File: src/rtl/sdram_pkg.sv
// Shared definitions for the SDRAM host-side tester: bus width defaults,
// the LFSR pattern polynomial and the tester FSM encoding.
package sdram_pkg;

  localparam int ADDR_W_DEF = 24;
  localparam int DATA_W_DEF = 16;

  // x^16 + x^14 + x^13 + x^11 + 1 as bit taps 15,13,12,10 of a left-shifting register
  localparam logic [15:0] LFSR_TAPS = 16'hB400;

  typedef enum logic [2:0] {
    S_IDLE,
    S_WR_REQ,
    S_WR_NEXT,
    S_RD_WAIT,
    S_RD_REQ,
    S_RD_NEXT,
    S_FINISH
  } tst_state_e;

  function automatic logic [15:0] lfsr16_next(input logic [15:0] v);
    return {v[14:0], ^(v & LFSR_TAPS)};
  endfunction

endpackage

File: src/rtl/sdram_mem_tester_if.sv
// Host-side bus between the tester (master) and the SDRAM controller (slave).
interface sdram_mem_tester_if
  import sdram_pkg::*;
#(
  parameter int ADDR_W = ADDR_W_DEF,
  parameter int DATA_W = DATA_W_DEF
);
  logic              wr;
  logic              rd;
  logic [ADDR_W-1:0] addr;
  logic [DATA_W-1:0] wdata;
  logic [DATA_W-1:0] rdata;
  logic              done;
  logic              rd_pending;

  modport master (output wr, rd, addr, wdata, input rdata, done, rd_pending);
  modport slave  (input wr, rd, addr, wdata, output rdata, done, rd_pending);
endinterface

File: src/rtl/sdram_lfsr16.sv
// 16-bit Fibonacci pattern generator; nxt_o lets the owner register the
// upcoming word in the same cycle it advances.
module sdram_lfsr16
  import sdram_pkg::*;
#(
  parameter logic [15:0] SEED = 16'hACE1
) (
  input  logic        clk_i,
  input  logic        rst_n_i,
  input  logic        load_i,
  input  logic        adv_i,
  output logic [15:0] value_o,
  output logic [15:0] nxt_o
);
  assign nxt_o = lfsr16_next(value_o);

  always_ff @(posedge clk_i) begin
    if (!rst_n_i)    value_o <= SEED;
    else if (load_i) value_o <= SEED;
    else if (adv_i)  value_o <= nxt_o;
  end
endmodule

File: src/rtl/sdram_mem_tester.sv
// Fill/readback memory tester: writes an LFSR pattern over [START_ADDR, LAST_ADDR],
// reads it back, and reports pass/fail with first-error capture and a request watchdog.
module sdram_mem_tester
  import sdram_pkg::*;
#(
  parameter int                ADDR_W     = ADDR_W_DEF,
  parameter int                DATA_W     = DATA_W_DEF,
  parameter logic [ADDR_W-1:0] START_ADDR = '0,
  parameter logic [ADDR_W-1:0] LAST_ADDR  = ADDR_W'(24'h0000FF),
  parameter logic [15:0]       SEED       = 16'hACE1,
  parameter int                TIMEOUT    = 1023
) (
  input  logic                clk_i,
  input  logic                rst_n_i,
  input  logic                start_i,
  sdram_mem_tester_if.master  host,
  output logic                busy_o,
  output logic                pass_o,
  output logic                fail_o,
  output logic                timeout_o,
  output logic [15:0]         err_cnt_o,
  output logic [ADDR_W-1:0]   err_addr_o,
  output logic [DATA_W-1:0]   err_data_o
);
  localparam int WD_W = $clog2(TIMEOUT + 1);

  tst_state_e        state;
  logic [ADDR_W-1:0] addr;
  logic [DATA_W-1:0] wdata;
  logic              wr, rd;
  logic [WD_W-1:0]   wd_cnt;
  logic [15:0]       lfsr, lfsr_nxt;
  logic              last, wd_hit, lfsr_load, lfsr_adv;

  assign last   = (addr == LAST_ADDR);
  assign wd_hit = (wd_cnt == WD_W'(TIMEOUT - 1));

  // Pattern restarts from SEED for the read pass so it regenerates the written data
  assign lfsr_load = (state == S_IDLE && start_i) || (state == S_WR_NEXT && last);
  assign lfsr_adv  = (state == S_WR_NEXT || state == S_RD_NEXT) && !last;

  sdram_lfsr16 #(.SEED(SEED)) u_lfsr (
    .clk_i   (clk_i),
    .rst_n_i (rst_n_i),
    .load_i  (lfsr_load),
    .adv_i   (lfsr_adv),
    .value_o (lfsr),
    .nxt_o   (lfsr_nxt)
  );

  assign host.wr    = wr;
  assign host.rd    = rd;
  assign host.addr  = addr;
  assign host.wdata = wdata;

  always_ff @(posedge clk_i) begin
    if (!rst_n_i) begin
      state      <= S_IDLE;
      addr       <= '0;
      wdata      <= '0;
      wr         <= 1'b0;
      rd         <= 1'b0;
      wd_cnt     <= '0;
      busy_o     <= 1'b0;
      pass_o     <= 1'b0;
      fail_o     <= 1'b0;
      timeout_o  <= 1'b0;
      err_cnt_o  <= '0;
      err_addr_o <= '0;
      err_data_o <= '0;
    end else begin
      case (state)
        S_IDLE: if (start_i) begin
          pass_o     <= 1'b0;
          fail_o     <= 1'b0;
          timeout_o  <= 1'b0;
          err_cnt_o  <= '0;
          err_addr_o <= '0;
          err_data_o <= '0;
          addr       <= START_ADDR;
          wdata      <= DATA_W'(SEED);
          wr         <= 1'b1;
          busy_o     <= 1'b1;
          wd_cnt     <= '0;
          state      <= S_WR_REQ;
        end
        S_WR_REQ: begin
          if (host.done) begin
            wr    <= 1'b0;
            state <= S_WR_NEXT;
          end else if (wd_hit) begin
            wr        <= 1'b0;
            timeout_o <= 1'b1;
            fail_o    <= 1'b1;
            busy_o    <= 1'b0;
            state     <= S_IDLE;
          end else begin
            wd_cnt <= wd_cnt + 1'b1;
          end
        end
        S_WR_NEXT: begin
          if (last) begin
            addr  <= START_ADDR;
            state <= S_RD_WAIT;
          end else begin
            addr   <= addr + 1'b1;
            wdata  <= DATA_W'(lfsr_nxt);
            wr     <= 1'b1;
            wd_cnt <= '0;
            state  <= S_WR_REQ;
          end
        end
        // Hold off reads until the controller has drained posted work
        S_RD_WAIT: if (!host.rd_pending) begin
          rd     <= 1'b1;
          wd_cnt <= '0;
          state  <= S_RD_REQ;
        end
        S_RD_REQ: begin
          if (host.done) begin
            rd    <= 1'b0;
            state <= S_RD_NEXT;
            if (host.rdata != DATA_W'(lfsr)) begin
              if (err_cnt_o == '0) begin
                err_addr_o <= addr;
                err_data_o <= host.rdata;
              end
              if (err_cnt_o != 16'hFFFF) err_cnt_o <= err_cnt_o + 1'b1;
            end
          end else if (wd_hit) begin
            rd        <= 1'b0;
            timeout_o <= 1'b1;
            fail_o    <= 1'b1;
            busy_o    <= 1'b0;
            state     <= S_IDLE;
          end else begin
            wd_cnt <= wd_cnt + 1'b1;
          end
        end
        S_RD_NEXT: begin
          if (last) begin
            state <= S_FINISH;
          end else begin
            addr   <= addr + 1'b1;
            rd     <= 1'b1;
            wd_cnt <= '0;
            state  <= S_RD_REQ;
          end
        end
        S_FINISH: begin
          pass_o <= (err_cnt_o == '0);
          fail_o <= (err_cnt_o != '0);
          busy_o <= 1'b0;
          state  <= S_IDLE;
        end
        default: state <= S_IDLE;
      endcase
    end
  end
endmodule

File: src/flat_wrapper.sv
// flat-port wrapper written by rule: the top's interface ports become plain ports
module sdram_mem_tester_flat import sdram_pkg::*;
#(
  parameter int                ADDR_W     = ADDR_W_DEF,
  parameter int                DATA_W     = DATA_W_DEF,
  parameter logic [ADDR_W-1:0] START_ADDR = '0,
  parameter logic [ADDR_W-1:0] LAST_ADDR  = ADDR_W'(24'h0000FF),
  parameter logic [15:0]       SEED       = 16'hACE1,
  parameter int                TIMEOUT    = 1023
)
  (clk_i, rst_n_i, start_i, busy_o, pass_o, fail_o, timeout_o, err_cnt_o, err_addr_o, err_data_o, host_wr, host_rd, host_addr, host_wdata, host_rdata, host_done, host_rd_pending);
  sdram_mem_tester_if #(.ADDR_W(ADDR_W), .DATA_W(DATA_W)) host_i ();
  input  logic clk_i;
  input  logic rst_n_i;
  input  logic start_i;
  output logic busy_o;
  output logic pass_o;
  output logic fail_o;
  output logic timeout_o;
  output logic [15:0] err_cnt_o;
  output logic [ADDR_W-1:0] err_addr_o;
  output logic [DATA_W-1:0] err_data_o;
  output wire logic [$bits(host_i.wr)-1:0] host_wr;
  output wire logic [$bits(host_i.rd)-1:0] host_rd;
  output wire logic [$bits(host_i.addr)-1:0] host_addr;
  output wire logic [$bits(host_i.wdata)-1:0] host_wdata;
  input wire logic [$bits(host_i.rdata)-1:0] host_rdata;
  input wire logic [$bits(host_i.done)-1:0] host_done;
  input wire logic [$bits(host_i.rd_pending)-1:0] host_rd_pending;
  assign host_wr = host_i.wr;
  assign host_rd = host_i.rd;
  assign host_addr = host_i.addr;
  assign host_wdata = host_i.wdata;
  assign host_i.rdata = host_rdata;
  assign host_i.done = host_done;
  assign host_i.rd_pending = host_rd_pending;
  sdram_mem_tester #(.ADDR_W(ADDR_W), .DATA_W(DATA_W), .START_ADDR(START_ADDR), .LAST_ADDR(LAST_ADDR), .SEED(SEED), .TIMEOUT(TIMEOUT)) u_core (.clk_i(clk_i), .rst_n_i(rst_n_i), .start_i(start_i), .host(host_i), .busy_o(busy_o), .pass_o(pass_o), .fail_o(fail_o), .timeout_o(timeout_o), .err_cnt_o(err_cnt_o), .err_addr_o(err_addr_o), .err_data_o(err_data_o));
endmodule
File: config.mk
export PLATFORM = sky130hd
export DESIGN_NAME = sdram_mem_tester_flat
export DESIGN_NICKNAME = d
export VERILOG_FILES = /design/src/rtl/sdram_pkg.sv /design/src/rtl/sdram_mem_tester_if.sv /design/src/rtl/sdram_lfsr16.sv /design/src/rtl/sdram_mem_tester.sv /design/src/flat_wrapper.sv
export SDC_FILE = /design/constraint.sdc
export NUM_CORES = 1
export LEC_CHECK = 0
export CAP_MARGIN = 20
export CORE_AREA = 2 2 119 121
export CTS_CLUSTER_SIZE = 25
export DETAILED_ROUTE_END_ITERATION = 8
export DIE_AREA = 0 0 121 123
export PLACE_DENSITY = 0.73
export SYNTH_ARGS = -nofsm -noshare
export SYNTH_HDL_FRONTEND = slang
export SYNTH_HIERARCHICAL = 1
export SYNTH_SLANG_ARGS = --single-unit
File: constraint.sdc
create_clock -name clk_i -period 2.2 [get_ports clk_i]
set_input_delay 0.22 -clock clk_i [delete_from_list [all_inputs] [get_ports clk_i]]
set_output_delay 0.22 -clock clk_i [all_outputs]
set_load 0.02 [all_outputs]
==> flow_summary.ini, run 1 <==
[global_route]
initial_antenna_violation_count = 0
first_pass_grt_wire_length_um = 29000
global_route.usage.total = 0.244
grt_remaining_overflow = 0
grt_start_max_net_pins = 53
number_of_global_route_vias_before_repair = 5754

[timing]
maxClockFrequency_ghz = 0.450
relSlewSlack = 0.579
max_slew.worst_pin.slew_ns = 0.630
report.final.setup_viol = 1
setup_total_negative_slack_ns = -0.0224
finalCriticalPeriod_ns = 2.22
final_min_period_over_clock_period = 1.01
drv_slew = 0
timing_hold_violations_final = 0
clock_skew_ns = 0.00760
rsz0062_at_grt = true
postLayoutSetupSlackWorst_ns = -0.0224

[logic_synthesis]
synth_top_family_by_area = simple AND/OR/NAND/NOR gates
syn-mean-instance-area_um2 = 8.14
post_synth_inst_count = 769
ys_seq_elements = 131
distinct_cells_synth = 62
synth_top_flop_cell = sky130_fd_sc_hd__dfxtp_1
yosys.area_share.simple = 0.251
synth.cell_area_mm2 = 0.00626
synth_seq_area_share = 0.419
post_synth_fa_ha_maj_area_fraction = 0.00999
post_synth_xor_area_fraction = 0.0518
syn-num-nets = 795
share_of_flip_flops_with_an_asynchronous_set_or_reset = 0
synth_compound_area_frac = 0.170
share_of_synthesized_area_spent_on_multiplexers = 0.0272
synth-edff-count = 0
number_of_warnings_reported_in_the_yosys_synthesis_log = 6

[clocking]
maximum_level_of_the_cts_h_tree = 4
worst_setup_hold_path_clk_slew_ns = 0.06
cts_tree = yes
worst_skew_pair.late_latency_ns = 0.42
ctsLongestPathBuffers = 2
cts_buffers = 17
cts_sink_cnt = 131
clockRootBuffer = sky130_fd_sc_hd__clkbuf_16
cts_hold_buf = 0

[power]
sequentialPowerShare = 0.410
total_power_divided_by_cell_area_mw_per_mm2 = 670
cell_internal_pwr_mw = 4.54
share_comb_of_total_power = 0.098
net-switching-power_mw = 1.40
leakage_nw = 3.15
clock_power_share = 0.492
switching_share = 0.236
power.total_mw = 5.93
ir_worst_vdd_uv = 464

[die]
design.die.area_mm2 = 0.0149
chipHeight_um = 123
floorplan.core_area_mm2 = 0.0136
start_util = 0.460
floorplan.io_pins = 123
num_rows = 43
floorplan.die.width_um = 121

[placed_design]
routabilityCongestion = 0.860
dp.final_hpwl_um = 12400
numPortBuffers = 122

[layout]
most-common-layout-cells = sky130_fd_sc_hd__dfxtp_1, sky130_fd_sc_hd__clkdlybuf4s50_1, sky130_fd_sc_hd__nand3_1, sky130_fd_sc_hd__buf_4, sky130_fd_sc_hd__o21ai_0
register_area_mm2 = 0.00263
area_of_the_multi_input_gates_mm2 = 0.00331
areaGrowthSynthToFinish_pct = 41.5
final_core_utilization = 0.651
final_common_cell = sky130_fd_sc_hd__dfxtp_1
fin_nets = 962
post_route_cells_drive_above_1_share = 0.176
antenna_cells = 0
layout.filler_cells = 1122

[setup_path]
crit_required_ns = 2.53
cp-start-kind = flop
worstRegToRegCells = 9
timing.critical_path.to = u_core/wd_cnt[0]
timing.critical_path.arrival_ns = 2.55
cp-end-kind = flop
crit_path_start = u_core/wd_cnt[0]
timing.critical_path.fanout_max = 8
r2r-start = u_core/wd_cnt[0]
reg2reg_slack_ns = -0.02
timing.rr.end = u_core/wd_cnt[0]
critical_path_class = flop to flop

[detailed_routing]
drc = 0
drt-pass1-iter-count = 6
wl_um = 17800
routed_via_density = 5.53
first_iter_violations = 480
avgRoutedWirePerCell_um = 15.8
num_vias = 6236
antenna_left = 0

[status]
result_of_the_run = complete, but fails checks
violated_checks = negative setup slack

[run]
cap_viol_max_count = 0

[min_path]
min-delay-path-class = primary input to flop
==> per-layer routing <==
layer / track usage / part of all wire / up-vias
li1: - / - / 3081
met1: 0.315 / 0.45 / 2929
met2: 0.400 / 0.48 / 201
met3: 0.0604 / 0.060 / 25
met4: 0.0850 / 0.016 / 0
met5: 0 / 0 / -
==> sequential cells by signal, indices dropped and copies added, names as in the netlist <==
| signal | count |
|---|---|
| u_core/host.rd | 1 |
| u_core/host.addr | 24 |
| u_core/pass_o | 1 |
| u_core/fail_o | 1 |
| u_core/err_addr_o | 24 |
| u_core/u_lfsr/value_o | 16 |
| u_core/busy_o | 1 |
| u_core/state | 3 |
| u_core/err_cnt_o | 16 |
| u_core/host.wdata | 16 |
| u_core/err_data_o | 16 |
| u_core/timeout_o | 1 |
| u_core/wd_cnt | 10 |
| u_core/host.wr | 1 |
==> cells in the mapped netlist (all sizes together), types with 3 or more instances <==
cell type  number  area, um2
or4            11       82.6
clkbuf         39        149
nand4          12       75.1
nand2          38        143
buf            32        216
and4            4       37.5
or2             5       31.3
a21o            4       30.0
nor4           16        100
o211ai          9       67.6
nand3         103        515
a311oi          8       70.1
o21ai          76        384
xnor2           8       70.1
or3             7       43.8
o2111ai         4       35.0
nand2b          6       37.5
xor2           29        254
dfxtp         131       2620
ha              5       62.6
o31ai           3       22.5
inv            20       75.1
nor3           10       50.1
o22ai           3       18.8
a21oi          49        249
and3            4       25.0
nor2b           3       18.8
nor2           74        280
o21a            6       45.0
and2            7       43.8
mux2i          17        170
a31oi           5       37.5
==> worst max-delay path, stage by stage (launching register included) <==
cell,delay (ns)
sky130_fd_sc_hd__dfxtp_2,0.34
sky130_fd_sc_hd__inv_2,0.03
sky130_fd_sc_hd__ha_2,0.16
sky130_fd_sc_hd__and4_1,0.21
sky130_fd_sc_hd__a31oi_2,0.22
sky130_fd_sc_hd__nor2_1,0.06
sky130_fd_sc_hd__or3_4,0.45
sky130_fd_sc_hd__buf_6,0.15
sky130_fd_sc_hd__or2_4,0.26
sky130_fd_sc_hd__o31ai_4,0.25
==> final cells by class <==
class | instances | share of cell area
repair buffers | 219 | 0.226
clock inverters | 9 | 0.0146
well taps | 180 | 0.0254
multi-input cells | 547 | 0.374
inverters | 20 | 0.00848
clock buffers | 21 | 0.0542
flip-flops and latches | 131 | 0.297
==> power by group through the flow <==
| stage | logic (mW) | clock network, mW | registers, mW |
|---|---|---|---|
| after floorplan | 0.288 | 0 | 2.50 |
| after global placement | 0.546 | 0 | 2.48 |
| after detailed placement | 0.549 | 0 | 2.48 |
| after CTS | 0.562 | 2.95 | 2.43 |
| after global routing | 0.628 | 3.07 | 2.43 |
| final | 0.581 | 2.92 | 2.43 |
==> worst min path at each step <==
stage / startpoint / end / slack [ns] / depth (start not counted)
2_1_floorplan: host_rdata[0] / u_core/err_data_o[0] / 0.37 / 2
3_3_place_gp: u_core/err_data_o[10] / u_core/err_data_o[10] / 0.45 / 2
3_5_place_dp: u_core/busy_o / u_core/busy_o / 0.46 / 2
4_1_cts: rst_n_i / u_core/host.addr[18] / 0.15 / 3
5_1_grt: rst_n_i / u_core/host.addr[18] / 0.17 / 3
6_report: rst_n_i / u_core/host.addr[18] / 0.17 / 3
==> metrics by stage <==
step	instance area (um2)	setup slack (ns)	hold WS, ns	std cells
after floorplan	6260	0.00323	0.371	769
after global placement	8120	-0.269	0.452	1094
final	8860	-0.0224	0.167	1127
after detailed placement	8120	-0.217	0.461	1094
after CTS	8760	0.000355	0.147	1124
after global routing	8860	-0.0725	0.170	1127
==> repair_timing <==
| action | in CTS | in global routing |
|---|---|---|
| pin swaps | 1 | 10 |
| resized for setup | 6 | 21 |
| setup endpoints to repair | 28 | 78 |
| buffers inserted | 0 | 3 |
| endpoints found under the hold margin | 0 | 0 |
==> logic make-up (layout without fill, tap and decap cells) <==
logic type / after synthesis / after routing
adders and majority gates: 5 / 5
DFF: 131 / 131
and+or+nand+nor: 310 / 310
xor gates and xnor gates: 37 / 37
muxes: 17 / 17
AOI/OAI and AO/OA: 178 / 178
buffers and inverters: 91 / 269
Note: power is estimated with default switching activity, not from simulation.
==> run 2: changes to the inputs <==
--- a/config.mk
+++ b/config.mk
@@ -6,11 +6,12 @@
 export NUM_CORES = 1
 export LEC_CHECK = 0
 export CAP_MARGIN = 20
-export CORE_AREA = 2 2 119 121
+export CORE_AREA = 2 2 113 115
 export CTS_CLUSTER_SIZE = 25
 export DETAILED_ROUTE_END_ITERATION = 8
-export DIE_AREA = 0 0 121 123
-export PLACE_DENSITY = 0.73
+export DIE_AREA = 0 0 115 117
+export PLACE_DENSITY = 0.77
+export SKIP_CTS_REPAIR_TIMING = 1
 export SYNTH_ARGS = -nofsm -noshare
 export SYNTH_HDL_FRONTEND = slang
 export SYNTH_HIERARCHICAL = 1
==> constraint.sdc (replaced) <==
create_clock -name clk_i -period 2.5 [get_ports clk_i]
set_input_delay 0.25 -clock clk_i [delete_from_list [all_inputs] [get_ports clk_i]]
set_output_delay 0.25 -clock clk_i [all_outputs]
set_load 0.02 [all_outputs]
==> run 2 against run 1 <==
  * Sequential share of layout area rose by 2.1 points
  * Cell count fell by 7.0%
  * Clock power decreased by 17%
  * The run now ends clean
  * Critical endpoint is now u_core/wd_cnt[3]
  * Non-clock buffer count fell by 51
  * Critical path type unchanged
  * Die area decreased by 9.6%
  * Critical path depth is 1 lower
  * Highest routed layer unchanged
  * Sequential power is 12% lower
  * Global-route usage up 1.2 points
  * Flip-flop and latch count unchanged
==> flow_summary.ini, run 2 (synthesis results as in run 1) <==
[status]
result_of_the_run = finished, final reports clean

[placed_design]
dp.final_hpwl_um = 12100
postPlaceCellArea_mm2 = 0.00768
routabilityCongestion = 0.869
numPortBuffers = 122

[global_route]
grt_remaining_overflow = 0
number_of_global_route_vias_before_repair = 5689
initial_antenna_violation_count = 0
grt_start_max_net_pins = 81
first_pass_grt_wire_length_um = 27800
global_route.usage.total = 0.256

[setup_path]
timing.critical_path.fanout_max = 13
cp-end-kind = flop
crit_chain = inv_1 > ha_1 > and4_1 > a31oi_2 > nor2_1 > or3_4 > or4_1 > a21oi_1
cp-start-kind = flop
crit_required_ns = 2.84
slowest_stage = sky130_fd_sc_hd__or4_1
worst-path-buf-inv = 1
critical_path_class = flop to flop
crit_family = simple AND/OR/NAND/NOR gates
timing.critical_path.arrival_ns = 2.71
worst_path_largest_cell_delay_ns = 0.50

[layout]
most-common-layout-cells = sky130_fd_sc_hd__dfxtp_1, sky130_fd_sc_hd__clkdlybuf4s50_1, sky130_fd_sc_hd__nand3_1, sky130_fd_sc_hd__o21ai_0, sky130_fd_sc_hd__nor2_1
final_cell_area_mm2 = 0.00826
antenna_cells = 0
areaGrowthSynthToFinish_pct = 31.9
post_route_cells_drive_above_1_share = 0.105
final_core_utilization = 0.671
final_common_cell = sky130_fd_sc_hd__dfxtp_1
layout_top_registers = u_core/err_addr_o (24), u_core/host.addr (24)
fin_nets = 911

[die]
num_rows = 41
floorplan.io_pins = 123
floorplan.die.width_um = 115
design.die.area_mm2 = 0.0135
floorplan.core_area_mm2 = 0.0123
chipHeight_um = 117
start_util = 0.509

[detailed_routing]
topRoutingLayerUsed = met4
drt-pass1-iter-count = 5
antenna_left = 0
wirelength_met1_um = 7400
avgRoutedWirePerCell_um = 16.8
first_iter_violations = 530
met3RoutedLength_um = 1220
drc = 0
met2RoutedLength_um = 8770
wl_um = 17600
num_vias = 6227
routed_via_density = 5.94

[timing]
final_min_period_over_clock_period = 0.949
max_slew.worst_pin.slew_ns = 0.707
clock_skew_ns = 0.00795
timing_hold_violations_final = 0
finalCriticalPeriod_ns = 2.37
hold_slack_ns = 0.304
rsz0062_at_grt = false
maxClockFrequency_ghz = 0.422
relSlewSlack = 0.528
drv_slew = 0
setup_total_negative_slack_ns = 0
report.final.setup_viol = 0

[clocking]
cts_buffers = 17
clockRootBuffer = sky130_fd_sc_hd__clkbuf_16
ctsLongestPathBuffers = 2
worst_skew_pair.late_latency_ns = 0.42
worst_setup_hold_path_clk_slew_ns = 0.06
cts_sink_cnt = 131
maximum_level_of_the_cts_h_tree = 4
cts_tree = yes

[power]
total_power_divided_by_cell_area_mw_per_mm2 = 606
leakage_nw = 2.84
ir_worst_vdd_uv = 556

[min_path]
min-delay-path-class = primary input to flop

[run]
cap_viol_max_count = 0
[run 2: layer usage]
| layer | track usage | up-vias |
|---|---|---|
| met5 | 0 | - |
| met1 | 0.318 | 2953 |
| met3 | 0.0633 | 26 |
| met2 | 0.443 | 275 |
| met4 | 0.0747 | 0 |
| li1 | - | 2973 |
[run 2: per-stage QoR]
| step | power, mW | worst slack [ns] | std cells |
|---|---|---|---|
| 6_report | 5.01 | 0.128 | 1048 |
| 5_1_grt | 5.17 | 0.0332 | 1048 |
| 4_1_cts | 5.03 | 0.0508 | 1048 |
| 3_5_place_dp | 2.62 | 0.0412 | 1016 |
| 3_3_place_gp | 2.61 | 0.179 | 1016 |
| 2_1_floorplan | 2.46 | 0.227 | 769 |
[run 2: worst paths after layout]
path                          from                         to  slack, ns  cells past startpoint
hold / removal             rst_n_i  u_core/u_lfsr/value_o[10]       0.30                      3
setup reg to reg  u_core/wd_cnt[0]           u_core/wd_cnt[3]       0.13                      8
hold reg to reg      u_core/busy_o              u_core/busy_o       0.46                      2
setup / recovery  u_core/wd_cnt[0]           u_core/wd_cnt[3]       0.13                      8
[run 2: power by group]
part           switching [mW]  total [mW]  internal [mW]
Clock                   0.991        2.43           1.44
Sequential             0.0243        2.14           2.12
Combinational           0.273       0.443          0.170
Total                    1.29        5.01           3.72
[run 2: worst reg2reg max path, stage by stage (launching register included)]
cell and delay (ns):
sky130_fd_sc_hd__dfxtp_1 0.43, sky130_fd_sc_hd__inv_1 0.08, sky130_fd_sc_hd__ha_1 0.19, sky130_fd_sc_hd__and4_1 0.24
sky130_fd_sc_hd__a31oi_2 0.22, sky130_fd_sc_hd__nor2_1 0.07, sky130_fd_sc_hd__or3_4 0.44, sky130_fd_sc_hd__or4_1 0.50
sky130_fd_sc_hd__a21oi_1 0.14
[run 2: area by class of cell]
| cell class | instances | area [um2] |
|---|---|---|
| Fill cell | 1016 | 4050 |
| Clock inverter | 13 | 126 |
| Sequential cell | 131 | 2620 |
| Tap cell | 150 | 188 |
| Multi-Input combinational cell | 547 | 3220 |
| Inverter | 20 | 75.1 |
| Timing Repair Buffer | 168 | 1570 |
| Clock buffer | 19 | 453 |
